### src/rtl/sample_loader.sv
// sample_loader
// Streams NUM_SAMPLES signed 16-bit samples from a valid/ready source into an
// Avalon-MM FFT slave as sign-extended 32-bit words at addresses 0.., then
// writes 0 to START_ADDR to kick off the transform and pulses done.
// Each data write is held for HOLD_CYCLES cycles and followed by a one-cycle
// idle gap on the bus. All outputs are registered.
//
// Build option: define SAMPLE_LOADER_ZERO_PAD_EN to pad the frame with zero
// words up to FRAME_LEN. Without it the frame ends after the last sample.
//
// Ports:
//   clk              rising-edge clock
//   rst              synchronous active-high reset
//   arm              frame-start request, honoured only while idle
//   in_valid/in_data upstream sample stream (16-bit signed)
//   in_ready         loader accepts a sample this cycle
//   slave_*          Avalon-MM master signals to the FFT slave (read unused)
//   busy             high whenever a frame is in progress
//   done             one-cycle pulse at the end of a frame
module sample_loader #(
  parameter int         NUM_SAMPLES = 256,
  parameter int         FRAME_LEN   = 511,
  parameter int         HOLD_CYCLES = 3,
  parameter logic [8:0] START_ADDR  = 9'h1FF
) (
  input  logic        clk,
  input  logic        rst,
  input  logic        arm,
  input  logic        in_valid,
  input  logic [15:0] in_data,
  output logic        in_ready,
  output logic        slave_write,
  output logic        slave_read,
  output logic        slave_chipselect,
  output logic [8:0]  slave_address,
  output logic [31:0] slave_writedata,
  output logic        busy,
  output logic        done
);

`ifdef SAMPLE_LOADER_ZERO_PAD_EN
  localparam int LIMIT = FRAME_LEN;
`else
  localparam int LIMIT = NUM_SAMPLES;
`endif

  localparam logic [10:0] LIMIT_L = 11'(LIMIT);
  localparam logic [10:0] NUM_L   = 11'(NUM_SAMPLES);
  localparam int          HOLD_W  = (HOLD_CYCLES > 1) ? $clog2(HOLD_CYCLES) : 1;
  localparam logic [HOLD_W-1:0] HOLD_LAST = HOLD_W'(HOLD_CYCLES - 1);

  typedef enum logic [2:0] {IDLE, FETCH, WRITE, GAP, START, DONE} state_t;

  state_t             state_reg, state_next;
  logic [9:0]         cnt_reg, cnt_next;
  logic [31:0]        data_reg, data_next;
  logic [HOLD_W-1:0]  hold_reg, hold_next;

  logic               ready_reg, ready_next;
  logic               write_reg, write_next;
  logic               cs_reg, cs_next;
  logic [8:0]         addr_reg, addr_next;
  logic [31:0]        wdata_reg, wdata_next;
  logic               busy_reg, busy_next;
  logic               done_reg, done_next;

  logic [10:0]        cnt_inc;

  assign cnt_inc = {1'b0, cnt_reg} + 11'd1;

  always_comb begin
    state_next = state_reg;
    cnt_next   = cnt_reg;
    data_next  = data_reg;
    hold_next  = hold_reg;

    case (state_reg)
      IDLE: begin
        if (arm) begin
          state_next = FETCH;
          cnt_next   = '0;
        end
      end
      FETCH: begin
        if ({1'b0, cnt_reg} >= NUM_L) begin
          state_next = WRITE;
          data_next  = '0;
          hold_next  = '0;
        end else if (in_valid && in_ready) begin
          state_next = WRITE;
          data_next  = {{16{in_data[15]}}, in_data};
          hold_next  = '0;
        end
      end
      WRITE: begin
        if (hold_reg == HOLD_LAST) begin
          state_next = GAP;
        end else begin
          hold_next = hold_reg + 1'b1;
        end
      end
      GAP: begin
        cnt_next = cnt_reg + 10'd1;
        if (cnt_inc < LIMIT_L) begin
          if (cnt_inc < NUM_L) begin
            state_next = FETCH;
          end else begin
            // Padding words need no handshake, so the fetch decision is
            // resolved here and the next write follows the gap directly.
            state_next = WRITE;
            data_next  = '0;
            hold_next  = '0;
          end
        end else begin
          state_next = START;
        end
      end
      START: state_next = DONE;
      DONE:  state_next = IDLE;
      default: state_next = IDLE;
    endcase

    // Registered outputs are decoded from the state being entered so that
    // they line up with that state on the following cycle.
    ready_next = 1'b0;
    write_next = 1'b0;
    cs_next    = 1'b0;
    addr_next  = '0;
    wdata_next = '0;
    busy_next  = (state_next != IDLE);
    done_next  = 1'b0;

    case (state_next)
      FETCH: ready_next = ({1'b0, cnt_next} < NUM_L);
      WRITE: begin
        write_next = 1'b1;
        cs_next    = 1'b1;
        addr_next  = cnt_next[8:0];
        wdata_next = data_next;
      end
      START: begin
        write_next = 1'b1;
        cs_next    = 1'b1;
        addr_next  = START_ADDR;
      end
      DONE: done_next = 1'b1;
      default: ;
    endcase
  end

  always_ff @(posedge clk) begin
    if (rst) begin
      state_reg <= IDLE;
      cnt_reg   <= '0;
      data_reg  <= '0;
      hold_reg  <= '0;
      ready_reg <= 1'b0;
      write_reg <= 1'b0;
      cs_reg    <= 1'b0;
      addr_reg  <= '0;
      wdata_reg <= '0;
      busy_reg  <= 1'b0;
      done_reg  <= 1'b0;
    end else begin
      state_reg <= state_next;
      cnt_reg   <= cnt_next;
      data_reg  <= data_next;
      hold_reg  <= hold_next;
      ready_reg <= ready_next;
      write_reg <= write_next;
      cs_reg    <= cs_next;
      addr_reg  <= addr_next;
      wdata_reg <= wdata_next;
      busy_reg  <= busy_next;
      done_reg  <= done_next;
    end
  end

  assign in_ready         = ready_reg;
  assign slave_write      = write_reg;
  assign slave_read       = 1'b0;
  assign slave_chipselect = cs_reg;
  assign slave_address    = addr_reg;
  assign slave_writedata  = wdata_reg;
  assign busy             = busy_reg;
  assign done             = done_reg;

endmodule

### config.mk
export PLATFORM = sky130hd
export DESIGN_NAME = sample_loader
export DESIGN_NICKNAME = d
export VERILOG_FILES = /design/src/rtl/sample_loader.sv
export SDC_FILE = /design/constraint.sdc
export NUM_CORES = 1
export LEC_CHECK = 0
export ABC_AREA = 0
export ABC_CLOCK_PERIOD_IN_PS = 2100
export BUFFER_PORTS_ARGS = -buffer_cell sky130_fd_sc_hd__buf_4
export CAP_MARGIN = 10
export CORE_MARGIN = 4
export CORE_UTILIZATION = 30
export CTS_BUF_LIST = sky130_fd_sc_hd__clkbuf_4
export CTS_CLUSTER_SIZE = 16
export DETAILED_ROUTE_END_ITERATION = 8
export SLEW_MARGIN = 30
export SYNTH_ARGS = -nofsm -noshare
export SYNTH_HDL_FRONTEND = slang
export SYNTH_SLANG_ARGS = --single-unit
### constraint.sdc
create_clock -name clk -period 2.1 [get_ports clk]
set_clock_uncertainty 0.05 [all_clocks]
set_input_delay 0.525 -clock clk [delete_from_list [all_inputs] [get_ports clk]]
set_output_delay 0.525 -clock clk [all_outputs]
set_load 0.02 [all_outputs]
==> metrics.md, run 1 <==
| Metric | Value |
|---|---|
| Synthesized Nets | `roughly 360` |
| Yosys reg bits | `92` |
| Leading cell type in the layout, fill and taps excluded | `dfxtp_1` |
| Clk root buf | `clkbuf_4` |
| Average size of a mapped cell | `9.48 um^2` |
| Min-delay src | `in_data[5]` |
| Total vias in the final route | `2,641` |
| Leak | `between 1.5 and 2 nW` |
| DRT antenna net count | `0` |
| Vias in the first global route | `roughly 2.6k` |
| Min cycle time layout | `2.04 ns` |
| Clk pin slew, worst setup/hold paths | `0.15 ns` |
| Initial core utilization | `0.311` |
| Fin crit share | `0.971` |
| # H-tree levels | `3` |
| CTS tree | `built` |
| Peak supply drop | `0.000295 V` |
| Sw frac | `0.241` |
| Post-Synthesis Cells | `341` |
| DP HPWL | `around 5.3 mm` |
| Drt via density | `4.75` |
| Row Count | `37` |
| CP arrival | `2.36 ns` |
| Hold crit path type | `input pin to flip-flop` |
| Final Wtd Congestion | `0.848` |
| Required time of the critical path | `approximately 2.4 ns` |
| Crit-path max FO | `4` |
| R2R setup slack | `0.06 ns` |
| DRT Pass-1 Iters | `4` |
| Max Slew Vio Count | `0` |
| Worst-case clock buffer depth | `2` |
| Clk Latency, worst-skew pair | `0.42 ns` |
| Top-Level Pins | `67` |
| CORE AREA | `approximately 10,000 um^2` |
| Hold-fix buffers, CTS | `0` |
| FF-to-FF End | `in_ready` |
| Die height | `around 110 um` |
| Seq pwr share | `0.607` |
| Die area | `12,500 um^2` |
| Final WS setup | `around 0.06 ns` |
| Max_cap viols | `0` |
| Pwr dens | `around 710 nW/um^2` |
| Status | `finished clean` |
| Total CTS buffers | `9` |
| Initial detailed-routing violation count | `132` |
| # fillers | `1,061` |
| Largest net degree at the start of global routing | `38` |
| Crit Path Class | `flip-flop to flip-flop` |
| CP Launch Type | `flip-flop` |
| Layout Nets | `roughly 440` |
| Share of cells above drive strength 1 | `0.283` |
| Top FF cell, synth | `dfxtp_1` |
| GR Overflow Total | `0` |
| Final setup violation count | `0` |
| Yosys cell types | `48` |
| Logic pwr share | `0.065` |
| Worst Hold End | `data_reg[5]` |
| Port buffer count | `between 60 and 70` |
| R2R Path Start | `cnt_reg[1]` |
| Hold Path Stages | `3` |
| Initial antenna violation count | `0` |
| Die Width | `112 um` |
| RSZ-0062 raised after global routing | `no` |
| Synthesis-to-finish area growth | `28.0%` |
| Crit end category | `flip-flop` |
| TNS Setup | `0 ns` |
| Antenna diodes | `0` |
| TritonCTS Sinks | `between 90 and 100` |
| First-pass GRT wire length | `approximately 12 mm` |
| Fmax | `491 MHz` |
| P_sw | `slightly above 700 uW` |
| Final Hold Viols | `0` |
| DRC | `0` |
| GR Util All Layers | `0.122` |
| Placement Setup Slack | `between 0.03 and 0.04 ns` |
| Sequential area share after synthesis | `0.569` |
| Clock network fraction of total power | `0.328` |
| Yosys warnings | `0` |
| DRT Wirelength | `7.54 mm` |
| Post-synth ARST share | `0` |
| Commonest cells after routing, fill and taps aside | `dfxtp_1 (91), buf_4 (87), a21oi_1 (38)` |
| WL/cell | `13.6 um` |
| Worst reg2reg path depth | `6` |
| Cell-internal power | `2.23 mW` |
| Post-synth EDFFs | `0` |
| Post-Syn Area | `3230 um^2` |
-- what timing repair did --
action | 4_1_cts | 5_1_grt
setup endpoints to repair | 0 | 6
setup buffers | 0 | 1
gates resized for setup | 0 | 3
-- cell usage after synthesis, types with 2 or more instances --
cell type	instances	area, um^2
dfxtp_1	92	1840
a21oi_1	38	190
nor2_1	32	120
nand2_1	29	109
and2_1	21	131
nor3_1	21	105
clkbuf_1	18	67.6
nor4_1	15	93.8
nand3_1	7	35.0
o21ai_0	6	30.0
a21bo_1	4	40.0
inv_1	4	15.0
nand2b_1	4	25.0
a21o_1	3	22.5
a22oi_1	3	22.5
buf_2	3	15.0
nor2b_1	3	18.8
or3b_2	3	26.3
buf_1	2	7.51
buf_4	2	15.0
ha_1	2	25.0
mux2_2	2	22.5
o31ai_1	2	15.0
-- logic make-up (layout without fill, tap and decap cells) --
group,Yosys count,in the layout,share of synthesized area
AO/OA/AOI/OAI,67,68,0.135
XOR/XNOR,2,2,0.00542
adder cells (fa/ha/maj),2,2,0.00774
buffers and inverters,29,107,0.0371
flip-flops,92,92,0.569
multiplexers,3,3,0.0101
other,1,1,0.00116
AND/OR/NAND/NOR,145,145,0.234
-- cell type report --
class / instances / area (um^2) / share of cell area
sequential: 92 / 1840 / 0.445
timing repair buffer: 88 / 673 / 0.163
multi-input combinational: 221 / 1300 / 0.314
clock buffer: 10 / 75.1 / 0.0181
inverter: 4 / 15.0 / 0.00363
clock inverter: 5 / 62.6 / 0.0151
tap: 136 / 170 / 0.0411
-- critical path: stages (launching register included) --
cell	delay [ns]
dfxtp_2	0.38
ha_1	0.18
nand4_2	0.12
or4b_4	0.58
a211oi_4	0.26
o211a_1	0.23
and4_1	0.20
-- per-stage QoR --
stage | cell area (um^2) | std cells | hold WS [ns] | util | total power, mW
floorplan | 3230 | 341 | 0.384 | - | 1.93
global placement | 3970 | 539 | 0.393 | 0.381 | 2.01
detailed placement | 3970 | 539 | 0.399 | 0.381 | 2.01
CTS | 4100 | 554 | 0.295 | 0.394 | 2.98
global route | 4140 | 556 | 0.302 | 0.397 | 3.07
finish | 4140 | 556 | 0.335 | 0.397 | 2.93
-- how the worst max path moves through the flow --
stage                          start  slack, ns            endpoint  cells after the start
after detailed placement  cnt_reg[1]       0.03    slave_address[6]                      6
after floorplan           cnt_reg[0]       0.04    slave_address[6]                      6
after global placement      in_valid       0.07  slave_writedata[4]                      6
final                     cnt_reg[1]       0.06            in_ready                      6
after global routing      cnt_reg[0]      0.005            in_ready                      6
after CTS                 cnt_reg[1]      0.001    slave_address[6]                      6
-- per-layer routing --
layer | routed length, um | GRT usage | part of all wire | up-vias
li1 | - | - | - | 1325
met4 | 85 | 0.0414 | 0.011 | 0
met1 | 3450 | 0.154 | 0.46 | 1222
met2 | 3430 | 0.193 | 0.46 | 85
met3 | 564 | 0.0457 | 0.075 | 9
met5 | 0 | 0 | 0 | -
-- power groups by stage --
stage               logic, mW  clock network (mW)  registers [mW]
detailed placement      0.191                   0            1.82
floorplan               0.106                   0            1.82
global route            0.213                1.07            1.78
global placement        0.187                   0            1.82
finish                  0.191               0.963            1.78
CTS                     0.191                1.01            1.78
No activity file was read; power rests on OpenSTA's default activity.
==> run 2: changes to the inputs <==
--- a/config.mk
+++ b/config.mk
@@ -9,6 +9,7 @@
 export ABC_CLOCK_PERIOD_IN_PS = 2100
 export BUFFER_PORTS_ARGS = -buffer_cell sky130_fd_sc_hd__buf_4
 export CAP_MARGIN = 10
+export CORE_ASPECT_RATIO = 0.6
 export CORE_MARGIN = 4
 export CORE_UTILIZATION = 30
 export CTS_BUF_LIST = sky130_fd_sc_hd__clkbuf_4
==> metrics.md, run 2 (synthesis results as in run 1) <==
| Metric | Value |
|---|---|
| Initial antenna violation count | `1 (was 0)` |
| CP arrival | `2.39 ns (was 2.36 ns)` |
| Worst path slowest cell | `or4b_4 (unchanged)` |
| Initial core utilization | `0.306 (was 0.311)` |
| DRT Wirelength | `7.99 mm (was 7.54 mm)` |
| Pwr dens | `684 nW/um^2 (was 709 nW/um^2)` |
| Clk Latency, worst-skew pair | `0.43 ns (was 0.42 ns)` |
| Max Slew Vio Count | `0 (unchanged)` |
| First-pass GRT wire length | `12.8 mm (was 12.4 mm)` |
| Multi-input gate area | `1310 um^2 (was 1300 um^2)` |
| Layout Nets | `438 (unchanged)` |
| Peak supply drop | `0.000297 V (was 0.000295 V)` |
| DRT antenna net count | `0 (unchanged)` |
| Final Hold Viols | `0 (unchanged)` |
| Share of cells above drive strength 1 | `0.292 (was 0.283)` |
| Clk root buf | `clkbuf_4 (unchanged)` |
| Die Width | `142 um (was 112 um)` |
| Initial detailed-routing violation count | `193 (was 132)` |
| GR Util All Layers | `0.128 (was 0.122)` |
| Fmax | `484 MHz (was 491 MHz)` |
| Clk pin slew, worst setup/hold paths | `0.14 ns (was 0.15 ns)` |
| CORE AREA | `10,600 um^2 (was 10,400 um^2)` |
| Final setup violation count | `0 (unchanged)` |
| CTS tree | `built (unchanged)` |
| Total CTS buffers | `9 (unchanged)` |
| Crit end category | `flip-flop (unchanged)` |
| Hold Slack | `0.347 ns (was 0.335 ns)` |
| Leak | `1.72 nW (was 1.71 nW)` |
| Crit Path Class | `flip-flop to flip-flop (unchanged)` |
| Die height | `88.4 um (was 112 um)` |
| Vias in the first global route | `2,496 (was 2,570)` |
| Port buffer count | `65 (unchanged)` |
| RSZ-0062 raised after global routing | `yes (was no)` |
| Final Wtd Congestion | `0.820 (was 0.848)` |
| Largest net degree at the start of global routing | `35 (was 38)` |
| Leading cell type in the layout, fill and taps excluded | `dfxtp_1 (unchanged)` |
| Crit-path cells | `ha_2 > nand4_2 > or4b_4 > a211oi_4 > o211a_1 > and4_1 (was ha_1 > nand4_2 > or4b_4 > a211oi_4 > o211a_1 > and4_1)` |
| Max_cap viols | `0 (unchanged)` |
| Required time of the critical path | `2.43 ns (about the same)` |
| Hold crit path type | `input pin to flip-flop (unchanged)` |
| Final core utilization | `0.393 (was 0.397)` |
| GR Overflow Total | `0 (unchanged)` |
| Crit-path max FO | `4 (unchanged)` |
| Worst-case clock buffer depth | `2 (unchanged)` |
| DRC | `0 (unchanged)` |
| DP HPWL | `5.59 mm (was 5.26 mm)` |
| Status | `finished clean (unchanged)` |
| Die area | `12,600 um^2 (was 12,500 um^2)` |
| Sequential Area | `1840 um^2 (about the same)` |
| Post-CTS Setup Inserts | `0 (unchanged)` |
| Total vias in the final route | `2,597 (was 2,641)` |
| # H-tree levels | `3 (unchanged)` |
| WL/cell | `14.2 um (was 13.6 um)` |
| TritonCTS Sinks | `92 (unchanged)` |
| Drt via density | `4.63 (was 4.75)` |
| Top-Level Pins | `67 (unchanged)` |
| Fin crit share | `0.983 (was 0.971)` |
| Critical path's largest stage delay | `0.58 ns (about the same)` |
| Synthesis-to-finish area growth | `28.4% (was 28.0%)` |
| # fillers | `1,049 (was 1,061)` |
| Row Count | `29 (was 37)` |
| DRT Pass-1 Iters | `4 (unchanged)` |
| Commonest cells after routing, fill and taps aside | `dfxtp_1 (90), buf_4 (86), a21oi_1 (38) (was dfxtp_1 (91), buf_4 (87), a21oi_1 (38))` |
| CP Launch Type | `flip-flop (unchanged)` |
| Min cycle time layout | `2.06 ns (was 2.04 ns)` |
==> run 2: power by group <==
part	leakage [nW]	internal [mW]	total, mW	switching (mW)
Combinational	0.911	0.0808	0.193	0.112
Clock	0.0609	0.267	0.865	0.598
Sequential	0.744	1.77	1.78	0.0128
==> run 2: layout make-up <==
class,instances,area share
diodes,1,0.000603
clock buffers,10,0.0181
clock inverters,6,0.0115
inverters,4,0.00362
multi-input cells,221,0.315
flip-flops and latches,92,0.444
well taps,139,0.0419
repair buffers,88,0.165
==> run 2: worst paths after layout <==
path | start | to | slack, ns | cells past startpoint
setup / recovery | cnt_reg[1] | in_ready | 0.04 | 6
hold / removal | in_data[5] | data_reg[5] | 0.35 | 3
setup reg to reg | cnt_reg[1] | in_ready | 0.04 | 6
hold reg to reg | data_reg[29] | data_reg[29] | 0.41 | 2
==> run 2: worst max-delay path, delay by kind of cell, from the launching register on <==
kind	cells	cell delay (ns)
AO/OA/AOI/OAI	2	0.50
adder cells (fa/ha/maj)	1	0.19
flip-flops	1	0.38
AND/OR/NAND/NOR	3	0.89
==> run 2: per-layer routing <==
| layer | vias up | GRT usage | wire length (um) |
|---|---|---|---|
| met2 | 78 | 0.181 | 3250 |
| li1 | 1333 | - | - |
| met3 | 2 | 0.0421 | 595 |
| met5 | - | 0 | 0 |
| met4 | 0 | 0.0296 | 19 |
| met1 | 1184 | 0.188 | 4130 |
==> run 2: repair_timing <==
action                                  4_1_cts  5_1_grt
hold buffers                                  0        0
resized for setup                             0        6
endpoints found under the setup margin        0        9
==> run 2: through the flow <==
step | area, um^2 | setup TNS, ns | total power [mW] | cells | setup slack [ns]
after global placement | 3990 | 0 | 2.01 | 543 | 0.0814
final | 4150 | 0 | 2.84 | 561 | 0.0354
after CTS | 4110 | 0 | 2.89 | 559 | 0.0208
after detailed placement | 3990 | -0.00984 | 2.01 | 543 | -0.00984
after global routing | 4150 | -0.0981 | 2.97 | 561 | -0.0389
after floorplan | 3230 | 0 | 1.93 | 341 | 0.0420
